<file path="src/rtl/peripheral_wb_pkg.sv">
// Shared Wishbone B3 definitions: cycle-type/burst-type encodings, op and cycle
// enums, and the burst address sequencer used by the slave BFM.
package peripheral_wb_pkg;

    localparam logic [2:0] CTI_CLASSIC = 3'b000;
    localparam logic [2:0] CTI_CONST   = 3'b001;
    localparam logic [2:0] CTI_INC     = 3'b010;
    localparam logic [2:0] CTI_END     = 3'b111;

    localparam logic [1:0] BTE_LINEAR  = 2'b00;
    localparam logic [1:0] BTE_WRAP_4  = 2'b01;
    localparam logic [1:0] BTE_WRAP_8  = 2'b10;
    localparam logic [1:0] BTE_WRAP_16 = 2'b11;

    typedef enum logic {READ = 1'b0, WRITE = 1'b1} op_e;
    typedef enum logic {CLASSIC_CYCLE = 1'b0, BURST_CYCLE = 1'b1} cycle_e;

    // Computed at 64 bits; callers truncate to their address width, which
    // gives the required wrap-around at the top of the address space.
    function automatic logic [63:0] wb_next_adr(input logic [63:0] adr,
                                                input logic [2:0]  cti,
                                                input logic [1:0]  bte,
                                                input int unsigned dw);
        logic [63:0] step;
        logic [63:0] span;
        logic [63:0] nxt;
        step = 64'(dw >> 3);
        span = step << (32'(bte) + 32'd1);
        nxt  = adr;
        if (cti == CTI_INC) begin
            if (bte == BTE_LINEAR)
                nxt = adr + step;
            else
                nxt = (adr & ~(span - 64'd1)) | ((adr + step) & (span - 64'd1));
        end
        return nxt;
    endfunction

endpackage

</file>
<file path="src/rtl/peripheral_bfm_slave_wb.sv">
// Wishbone B3 slave bus-functional model: turns each bus beat into a backend
// request and returns the backend's ack/err (and read data) to the master.
module peripheral_bfm_slave_wb
    import peripheral_wb_pkg::*;
#(
    parameter int AW    = 32,
    parameter int DW    = 32,
    parameter int DEBUG = 0
) (
    input  logic            wb_clk,
    input  logic            wb_rst,
    input  logic [AW-1:0]   wb_adr_i,
    input  logic [DW-1:0]   wb_dat_i,
    input  logic [DW/8-1:0] wb_sel_i,
    input  logic            wb_we_i,
    input  logic            wb_cyc_i,
    input  logic            wb_stb_i,
    input  logic [2:0]      wb_cti_i,
    input  logic [1:0]      wb_bte_i,
    output logic [DW-1:0]   wb_dat_o,
    output logic            wb_ack_o,
    output logic            wb_err_o,
    output logic            wb_rty_o,
    output logic            req_valid_o,
    output logic [AW-1:0]   req_adr_o,
    output logic            req_we_o,
    output logic [DW/8-1:0] req_sel_o,
    output logic [DW-1:0]   req_wdat_o,
    output logic            req_burst_o,
    output logic            req_last_o,
    input  logic            rsp_ack_i,
    input  logic            rsp_err_i,
    input  logic [DW-1:0]   rsp_rdat_i
);

    typedef enum logic [1:0] {IDLE, BEAT, RESP, NEXT} state_e;

    state_e            state_q, state_d;
    logic [AW-1:0]     adr_q, adr_d;
    op_e               op_q, op_d;
    logic [DW/8-1:0]   sel_q, sel_d;
    logic [DW-1:0]     wdat_q, wdat_d;
    logic [2:0]        cti_q, cti_d;
    logic [1:0]        bte_q, bte_d;
    cycle_e            cyc_type_q, cyc_type_d;
    logic [DW-1:0]     dat_q, dat_d;
    logic              ack_q, ack_d;
    logic              err_q, err_d;
    logic              last_beat;

    assign last_beat = (cti_q == CTI_CLASSIC) || (cti_q == CTI_END);

    always_comb begin
        state_d    = state_q;
        adr_d      = adr_q;
        op_d       = op_q;
        sel_d      = sel_q;
        wdat_d     = wdat_q;
        cti_d      = cti_q;
        bte_d      = bte_q;
        cyc_type_d = cyc_type_q;
        dat_d      = dat_q;
        ack_d      = 1'b0;
        err_d      = 1'b0;
        case (state_q)
            IDLE: begin
                if (wb_cyc_i && wb_stb_i && !ack_q && !err_q) begin
                    adr_d      = wb_adr_i;
                    op_d       = wb_we_i ? WRITE : READ;
                    sel_d      = wb_sel_i;
                    wdat_d     = wb_dat_i;
                    cti_d      = wb_cti_i;
                    bte_d      = wb_bte_i;
                    cyc_type_d = (wb_cti_i == CTI_CONST || wb_cti_i == CTI_INC)
                                 ? BURST_CYCLE : CLASSIC_CYCLE;
                    state_d    = BEAT;
                end
            end
            BEAT: begin
                // A dropped cycle outranks any response arriving in the same clock.
                if (!wb_cyc_i) begin
                    state_d = IDLE;
                end else if (rsp_err_i) begin
                    err_d   = 1'b1;
                    state_d = RESP;
                end else if (rsp_ack_i) begin
                    ack_d   = 1'b1;
                    dat_d   = (op_q == READ) ? rsp_rdat_i : '0;
                    state_d = RESP;
                end
            end
            RESP: begin
                if (!wb_cyc_i || err_q || last_beat)
                    state_d = IDLE;
                else
                    state_d = NEXT;
            end
            NEXT: begin
                if (!wb_cyc_i) begin
                    state_d = IDLE;
                end else if (wb_stb_i) begin
                    sel_d   = wb_sel_i;
                    wdat_d  = wb_dat_i;
                    cti_d   = wb_cti_i;
                    adr_d   = AW'(wb_next_adr(64'(adr_q), cti_q, bte_q, DW));
                    state_d = BEAT;
                end
            end
            default: state_d = IDLE;
        endcase
    end

    always_ff @(posedge wb_clk) begin
        if (!wb_rst) begin
            state_q    <= IDLE;
            adr_q      <= '0;
            op_q       <= READ;
            sel_q      <= '0;
            wdat_q     <= '0;
            cti_q      <= '0;
            bte_q      <= '0;
            cyc_type_q <= CLASSIC_CYCLE;
            dat_q      <= '0;
            ack_q      <= 1'b0;
            err_q      <= 1'b0;
        end else begin
            state_q    <= state_d;
            adr_q      <= adr_d;
            op_q       <= op_d;
            sel_q      <= sel_d;
            wdat_q     <= wdat_d;
            cti_q      <= cti_d;
            bte_q      <= bte_d;
            cyc_type_q <= cyc_type_d;
            dat_q      <= dat_d;
            ack_q      <= ack_d;
            err_q      <= err_d;
        end
    end

    assign wb_dat_o    = dat_q;
    assign wb_ack_o    = ack_q;
    assign wb_err_o    = err_q;
    assign wb_rty_o    = 1'b0;
    assign req_valid_o = (state_q == BEAT);
    assign req_adr_o   = adr_q;
    assign req_we_o    = (op_q == WRITE);
    assign req_sel_o   = sel_q;
    assign req_wdat_o  = wdat_q;
    assign req_burst_o = (cyc_type_q == BURST_CYCLE);
    assign req_last_o  = (state_q == BEAT) && last_beat;

    if (DEBUG != 0) begin : g_debug
        always_ff @(posedge wb_clk) begin
            if (wb_rst && state_q == BEAT && wb_cyc_i && (rsp_ack_i || rsp_err_i))
                $display("%0t wb_slave %s adr=%h dat=%h sel=%b%s", $time,
                         (op_q == WRITE) ? "WR" : "RD", adr_q,
                         (op_q == WRITE) ? wdat_q : rsp_rdat_i, sel_q,
                         rsp_err_i ? " err" : "");
        end
    end

endmodule

</file>
<file path="config.mk">
export PLATFORM = sky130hd
export DESIGN_NAME = peripheral_bfm_slave_wb
export DESIGN_NICKNAME = d
export VERILOG_FILES = /design/src/rtl/peripheral_wb_pkg.sv /design/src/rtl/peripheral_bfm_slave_wb.sv
export SDC_FILE = /design/constraint.sdc
export NUM_CORES = 1
export LEC_CHECK = 0
export BUFFER_PORTS_ARGS = -buffer_cell sky130_fd_sc_hd__buf_2
export CAP_MARGIN = 20
export CORE_AREA = 2 2 124 96
export CTS_CLUSTER_DIAMETER = 60
export DETAILED_ROUTE_END_ITERATION = 6
export DIE_AREA = 0 0 126 98
export PLACE_DENSITY = 0.87
export SYNTH_ARGS = -nofsm -noshare
export SYNTH_HDL_FRONTEND = slang
export SYNTH_SLANG_ARGS = --single-unit
</file>
<file path="constraint.sdc">
create_clock -name wb_clk -period 5.7 [get_ports wb_clk]
set_clock_uncertainty 0.05 [all_clocks]
set_input_delay 0.855 -clock wb_clk [delete_from_list [all_inputs] [get_ports wb_clk]]
set_output_delay 0.855 -clock wb_clk [all_outputs]
set_load 0.05 [all_outputs]
</file>
* After elaboration in Yosys (flattened, before gate mapping) *
Index checks and enable logic that the tools add are counted.

cells by class
  $mul = 0
  eq/ne operators = 13
  divide/modulo/power cells = 0
  mux-type cells = 31
  add/sub/neg operators = 3
  reductions and logical operators = 22
  bitwise logic cells = 8
  magnitude comparators = 0
  shift operators = 1

operators by type and width
  cell                     number
  $mux W32                 9
  $pmux W32 S2             2
  $and A32 B32 Y32         2
  $add A32 B3 Y32 const B  1
  $not A32 Y32             1
  $or A32 B32 Y32          1
  $shl A3 B3 Y32 const A   1
  $sub A32 B1 Y32 const B  1
  $mux W2                  7
  $mux W4                  3
  $mux W3                  3
  $ne A2 B2 Y1 const B     4
  $pmux W2 S4              1
  $pmux W4 S2              1
  $reduce_and A4 Y1        2
  $eq A3 B2 Y1 const B     2
  $pmux W3 S2              1
  $reduce_and A3 Y1        2
  $reduce_and A5 Y1        1
  $eq A2 B2 Y1 const B     2
  $logic_and A1 B1 Y1      4
  $logic_not A2 Y1         2
  $logic_or A1 B1 Y1       4
  $mux W1                  4
  12 further kinds         17

storage, ports and cells
  input bits = 112
  latch bits = 0
  output and inout port bits = 107
  bits in writable memories = 0
  logic and storage cells = 89
  memories kept = 0
  bits in read-only memories = 0
  flip-flop bits (word level) = 111

* Logic depth before layout (Yosys ltp) *
Gate-level depths: netlist (run 1).

  depth after elaboration = 11
  depth in mapped cells = 8
  mapped depth without buffers = 7

* Least setup slack after synthesis (run 1) *
Ideal clock, no wire load.

  path kind = reg-to-output
  start = register state_q[1]
  end = output req_last_o
  arrival time = 2.088 ns
  path slack = 2.707 ns
  stages on the path, launching flop included = 4
  data required time = 4.795 ns
  buffers on the path = 1
  path through = dfxtp_1 > clkbuf_1 > nor2b_1 > nor2b_1

on the way
  longest elaborated chain between the ends = 2

RTL lines
  item                    RTL line                        RTL
  start, declared         peripheral_bfm_slave_wb.sv:38   state_e state_q, state_d;
  start signal, assigned  peripheral_bfm_slave_wb.sv:127  state_q <= state_d;
  $eq A2 B1 Y1            --
  net req_valid_o         peripheral_bfm_slave_wb.sv:24   output logic req_valid_o,
  $logic_and A1 B1 Y1     peripheral_bfm_slave_wb.sv:151  assign req_last_o = (state_q == BEAT) && last_beat;
  end, declared           peripheral_bfm_slave_wb.sv:30   output logic req_last_o,

The timed path passes the listed nets, and every way through them passes these cells.

==> results of run 1 <==
-- per-layer routing --
metal | share of wire, % | track usage (%) | routed length [um] | vias to the layer above
met5 | 0 | 0 | 0 | -
met4 | 1.3 | 5.83 | 194 | 0
met3 | 10 | 6.74 | 1540 | 24
met2 | 45 | 35.9 | 6570 | 282
met1 | 43 | 30.2 | 6350 | 2439
li1 | - | - | - | 2551
-- layout make-up --
class,instances,area [um^2],share of cell area (%)
multi-input cells,438,2490,38.9
well taps,144,180,2.82
inverters,7,26.3,0.412
flip-flops and latches,111,2220,34.8
clock inverters,6,60.1,0.941
repair buffers,224,1170,18.3
clock buffers,10,239,3.74
-- power breakdown --
group / switching, mW / internal (mW) / total, mW
sequential: 0.0306 / 0.805 / 0.835
clock: 0.303 / 0.319 / 0.623
combinational: 0.192 / 0.0835 / 0.275
total: 0.526 / 1.21 / 1.73
-- kinds of logic (layout without fill, tap and decap cells) --
family / after synthesis / count (layout) / share of synthesized area, %
and+or+nand+nor: 236 / 236 / 22.5
AOI/OAI and AO/OA: 191 / 191 / 26.1
DFF: 111 / 111 / 45.5
buffers and inverters: 48 / 247 / 4.17
xor gates and xnor gates: 4 / 4 / 0.717
adders and majority gates: 3 / 3 / 0.768
other: 2 / 3 / 0.154
muxes: 1 / 1 / 0.205
-- cells in the final DEF (no fill, tap or decap), types with 9 or more instances in the layout --
master	synthesis	routed
nand4_1	14	14
dfxtp_1	111	111
nand2_1	119	119
a22o_1	32	32
a21oi_1	75	74
o21ai_0	26	26
nor2_1	36	36
a31oi_1	12	11
clkbuf_16	0	9
buf_2	4	217
nand3_1	19	19
-- stage by stage --
stage,setup WS (ns),utilization [%]
2_1_floorplan,2.71,-
3_3_place_gp,2.87,53.8
3_5_place_dp,2.88,54.0
4_1_cts,3.12,56.7
5_1_grt,2.89,56.9
6_report,3.11,56.9
-- worst max-delay path: stages (launching register included) --
cell and delay (ns):
dfxtp_1 0.40, or4_4 0.64, o22ai_4 0.39, nand2_2 0.30
or4_1 0.56, a41oi_2 0.16
-- final timing paths --
path	startpoint	endpoint	slack (ns)	cells after the start
max reg2reg	state_q[0]$_SDFFE_PN0P_	flop	3.11	5
min	req_sel_o[0]$_SDFFE_PN0P_	req_sel_o[0]$_SDFFE_PN0P_	0.40	2
min reg2reg	req_sel_o[0]$_SDFFE_PN0P_	req_sel_o[0]$_SDFFE_PN0P_	0.40	2
max	state_q[0]$_SDFFE_PN0P_	flop	3.11	5
==> metrics.md, run 1 <==
| Metric | Value |
|---|---|
| Vias in the first global route | 4,973 |
| GRT overflow | 0 |
| Vias per cell | between 5 and 6 |
| Number of flops mapped to enable cells by yosys | 0 |
| Die footprint | approximately 12,000 um^2 |
| Required @ worst endpoint | 5.92 ns |
| Setup Crit Path Kind | flop to flop |
| Leakage | about 2.8 nW |
| Synth top area share | between 40% and 50% |
| Post-layout min period | approximately 2.6 ns |
| Power per cell area | approximately 270 nW/um^2 |
| Initial DRC Count | between 500 and 600 |
| CTS Hold Bufs | 0 |
| CP Max Fanout | 15 |
| Slew margin rel. | 34.2% |
| MaxCap Viol Count | 0 |
| Cell with the most instances after synthesis | nand2_1 |
| Status | finished clean |
| Area Overhead vs Synth | 30.6% |
| WHS | between 0.4 and 0.5 ns |
| Synth top area cells | dfxtp_1 (45%), nand2_1 (9.1%), a21oi_1 (7.7%), a22o_1 (5.7%), nor2_1 (2.8%) |
| CTS tree | yes |
| Fin cells | 940 |
| Crit end category | flop |
| Tot Pwr | 1.73 mW |
| Largest net degree at the start of global routing | 59 |
| Clock Path Buffers | 2 |
| Slew at the pin with the worst max-slew slack | a little under 1 ns |
| Via count | 5,296 |
| Ys async rst share | 0% |
| Initial Utilization | a little over two fifths |
| Die height | roughly 98 um |
| Startpoint Class | flop |
| Top FF cell, synth | dfxtp_1 |
| Layout cells sized above 1 | 32.3% |
| Dpl cells | ~900 |
| Final GP Congestion | approximately 0.91 |
| ANT cells | 0 |
| Final Slew Violations | 0 |
| Row Count | 34 |
| Unrepaired setup endpoints after global routing | false |
| Design Area, Final | ~6400 um^2 |
| Top post-synthesis cells by count | nand2_1 (119), dfxtp_1 (111), a21oi_1 (75) |
| Setup Buffers After CTS | 0 |
| DRC Markers | 0 |
| Dpl cell area | between 6000 and 7000 um^2 |
| Synth Warn # | 0 |
| Final HPWL DP | between 10,000 and 15,000 um |
| Endpoints failing hold | 0 |
| Routed wire length per instance | ~16 um |
| Register area share after synthesis | approximately 45% |
| FMAX | slightly below 0.4 GHz |
| Initial antenna violation count | 0 |
| Die Width | 126 um |
| Antenna-violating nets left | 0 |
| Root Buffer | clkbuf_16 |
| Area of the mapped netlist | 4890 um^2 |
| Fin Setup TNS | 0 ns |
| Core area | 11,200 um^2 |
| Io pins | around 220 |
| Hold WC Path Type | flop to flop |
| Total track usage | a little under a quarter |
| Wire length of the first global-routing pass | about 23,000 um |
| Mean Syn Cell Area | 8.20 um^2 |
| Clk slew on worst S/H paths | about 0.080 ns |
| CTS resizes | 0 |
| Sink Count | 111 |
| Clock latency on the worst-skew pair | around 0.34 ns |
| Final #Nets | 906 |
| Synth Register Bits | approximately 110 |
| Yosys cell types | 60 |
| Peak VDD IR | 187 uV |
| Syn Inst Count | around 600 |
| Port Buffer Count | between 200 and 250 |
| TritonCTS Buffers | 9 |
| Fin crit share | between 40% and 50% |
| Number of fill cells | around 1,100 |
| Synth area leader | dfxtp_1 |
| Routed Wire Length | 14,700 um |
| Setup Viol. Count Final | 0 |
| Pre-Repair DR Iteration Count | 7 |
| H-tree depth | 3 |
| WP data arrival | around 2.8 ns |
(Power assumes the default switching activity.)
==> run 2, diff against run 1 <==
- CORE_AREA: 2 2 124 96 -> 2 2 127 98
- DIE_AREA: 0 0 126 98 -> 0 0 129 100
- clock period: 5.7 -> 2.2 ns (I/O delays scaled with it)
==> metrics.md, run 2 (synthesis gave the netlist of run 1 again) <==
| Metric | Value |
|---|---|
| CTS tree | yes |
| Tot Pwr | about 4.5 mW |
| Clock latency on the worst-skew pair | between 0.3 and 0.4 ns |
| Unrepaired setup endpoints after global routing | false |
| Antenna-violating nets left | 0 |
| Final #Nets | ~930 |
| Routed wire length per instance | roughly 16 um |
| Fin util | between 50 and 60% |
| Final HPWL DP | roughly 11,000 um |
| Io pins | 219 |
| Hold WC Path Type | input pin to flop |
| TritonCTS Buffers | 9 |
| Area of the multi-input gates | about 2500 um^2 |
| Fin crit share | a little over nine tenths |
| Required @ worst endpoint | roughly 2.4 ns |
| Die footprint | between 10,000 and 15,000 um^2 |
| FMAX | approximately 0.47 GHz |
| Dpl cells | about 1,000 |
| Root Buffer | clkbuf_16 |
| Total track usage | 22.9% |
| Crit end category | flop |
| Number of fill cells | roughly 1,100 |
| Setup Crit Path Kind | flop to flop |
| Layout cells sized above 1 | a little over a third |
| Row Count | 35 |
| Reg area | about 2200 um^2 |
| H-tree depth | 3 |
| Sink Count | 111 |
| MaxCap Viol Count | 0 |
| Via count | 5,404 |
| Leakage | ~3.0 nW |
| CTS resizes | 0 |
| Core area | about 12,000 um^2 |
| Initial antenna violation count | 0 |
| Endpoints failing hold | 0 |
| Port Buffer Count | ~220 |
| Die Width | roughly 130 um |
| Status | finished clean |
| Slew at the pin with the worst max-slew slack | about 0.9 ns |
| Vias in the first global route | ~5,000 |
| Initial Utilization | about two fifths |
| Clk slew on worst S/H paths | 0.07 ns |
| Pre-Repair DR Iteration Count | 5 |
| Peak VDD IR | 434 uV |
| Vias per cell | 5.46 |
| DRC Markers | 0 |
| Most frequent cells in the layout | buf_2 (217), nand2_1 (119), dfxtp_1 (104) |
| Slew margin rel. | about two fifths |
| Post-layout min period | 2.12 ns |
| Clock Path Buffers | 2 |
| Setup Viol. Count Final | 0 |
| Area Overhead vs Synth | 35.4% |
| Final GP Congestion | between 0.9 and 1 |
| CP Max Fanout | 7 |
| Startpoint Class | flop |
| Die height | 100 um |
| Setup Buffers After CTS | 0 |
| CTS Hold Bufs | 0 |
| Final Slew Violations | 0 |
| Power per cell area | between 600 and 700 nW/um^2 |
| Fin cells | 989 |
| Fin Setup TNS | 0 ns |
| WP data arrival | 2.34 ns |
| Routed Wire Length | 15,400 um |
| Initial DRC Count | roughly 470 |
| Largest net degree at the start of global routing | 40 |
| Most common cell after layout, fill and taps aside | buf_2 |
| Wire length of the first global-routing pass | 23,700 um |
| GRT overflow | 0 |
[run 2: metrics by stage]
| stage | setup slack (ns) | hold slack (ns) | instance area (um^2) |
|---|---|---|---|
| after floorplan | 0.00310 | 0.396 | 4910 |
| after global placement | 0.178 | 0.388 | 6310 |
| after detailed placement | 0.0960 | 0.393 | 6310 |
| after CTS | 0.0788 | 0.133 | 6610 |
| after global routing | 0.0249 | 0.131 | 6620 |
| final | 0.0795 | 0.148 | 6620 |
[run 2: power breakdown]
group          switching, mW  total [mW]  internal [mW]  leakage (nW)
Sequential            0.0682        2.15           2.09         0.906
Combinational          0.514       0.753          0.239          1.92
Clock                  0.752        1.64          0.886         0.135
Total                   1.33        4.55           3.21          2.96
[run 2: per-layer routing]
metal	GRT usage, %	up-vias	part of all wire (%)	wire (um)
met5	0	-	0	0
li1	-	2603	-	-
met2	36.3	296	46	7050
met3	5.92	35	9.2	1420
met1	30.8	2470	43	6550
met4	6.77	0	2.4	363
[run 2: worst paths after layout]
path,startpoint,slack [ns],endpoint,cells past startpoint
worst max-delay path,state_q[0]$_SDFFE_PN0P_,0.08,flop,4
worst min-delay path,rsp_rdat_i[13],0.15,wb_dat_o[13]$_SDFFE_PN0P_,2
worst max register to register,state_q[0]$_SDFFE_PN0P_,0.08,flop,4
worst min register to register,req_wdat_o[0]$_SDFFE_PN0P_,0.40,req_wdat_o[0]$_SDFFE_PN0P_,2
[run 2: cell type report]
| type | count | share of cell area [%] |
|---|---|---|
| timing repair buffer | 251 | 20.6 |
| multi-input combinational | 438 | 37.6 |
| tap | 166 | 3.14 |
| antenna | 1 | 0.0378 |
| sequential | 111 | 33.7 |
| clock buffer | 9 | 3.40 |
| clock inverter | 6 | 1.06 |
| inverter | 7 | 0.397 |
[run 2: critical path, stage by stage, from the launching register on]
cell and delay (ns):
dfxtp_1 0.31, or4_4 0.60, o22a_1 0.33, or4_1 0.57, a31oi_1 0.19
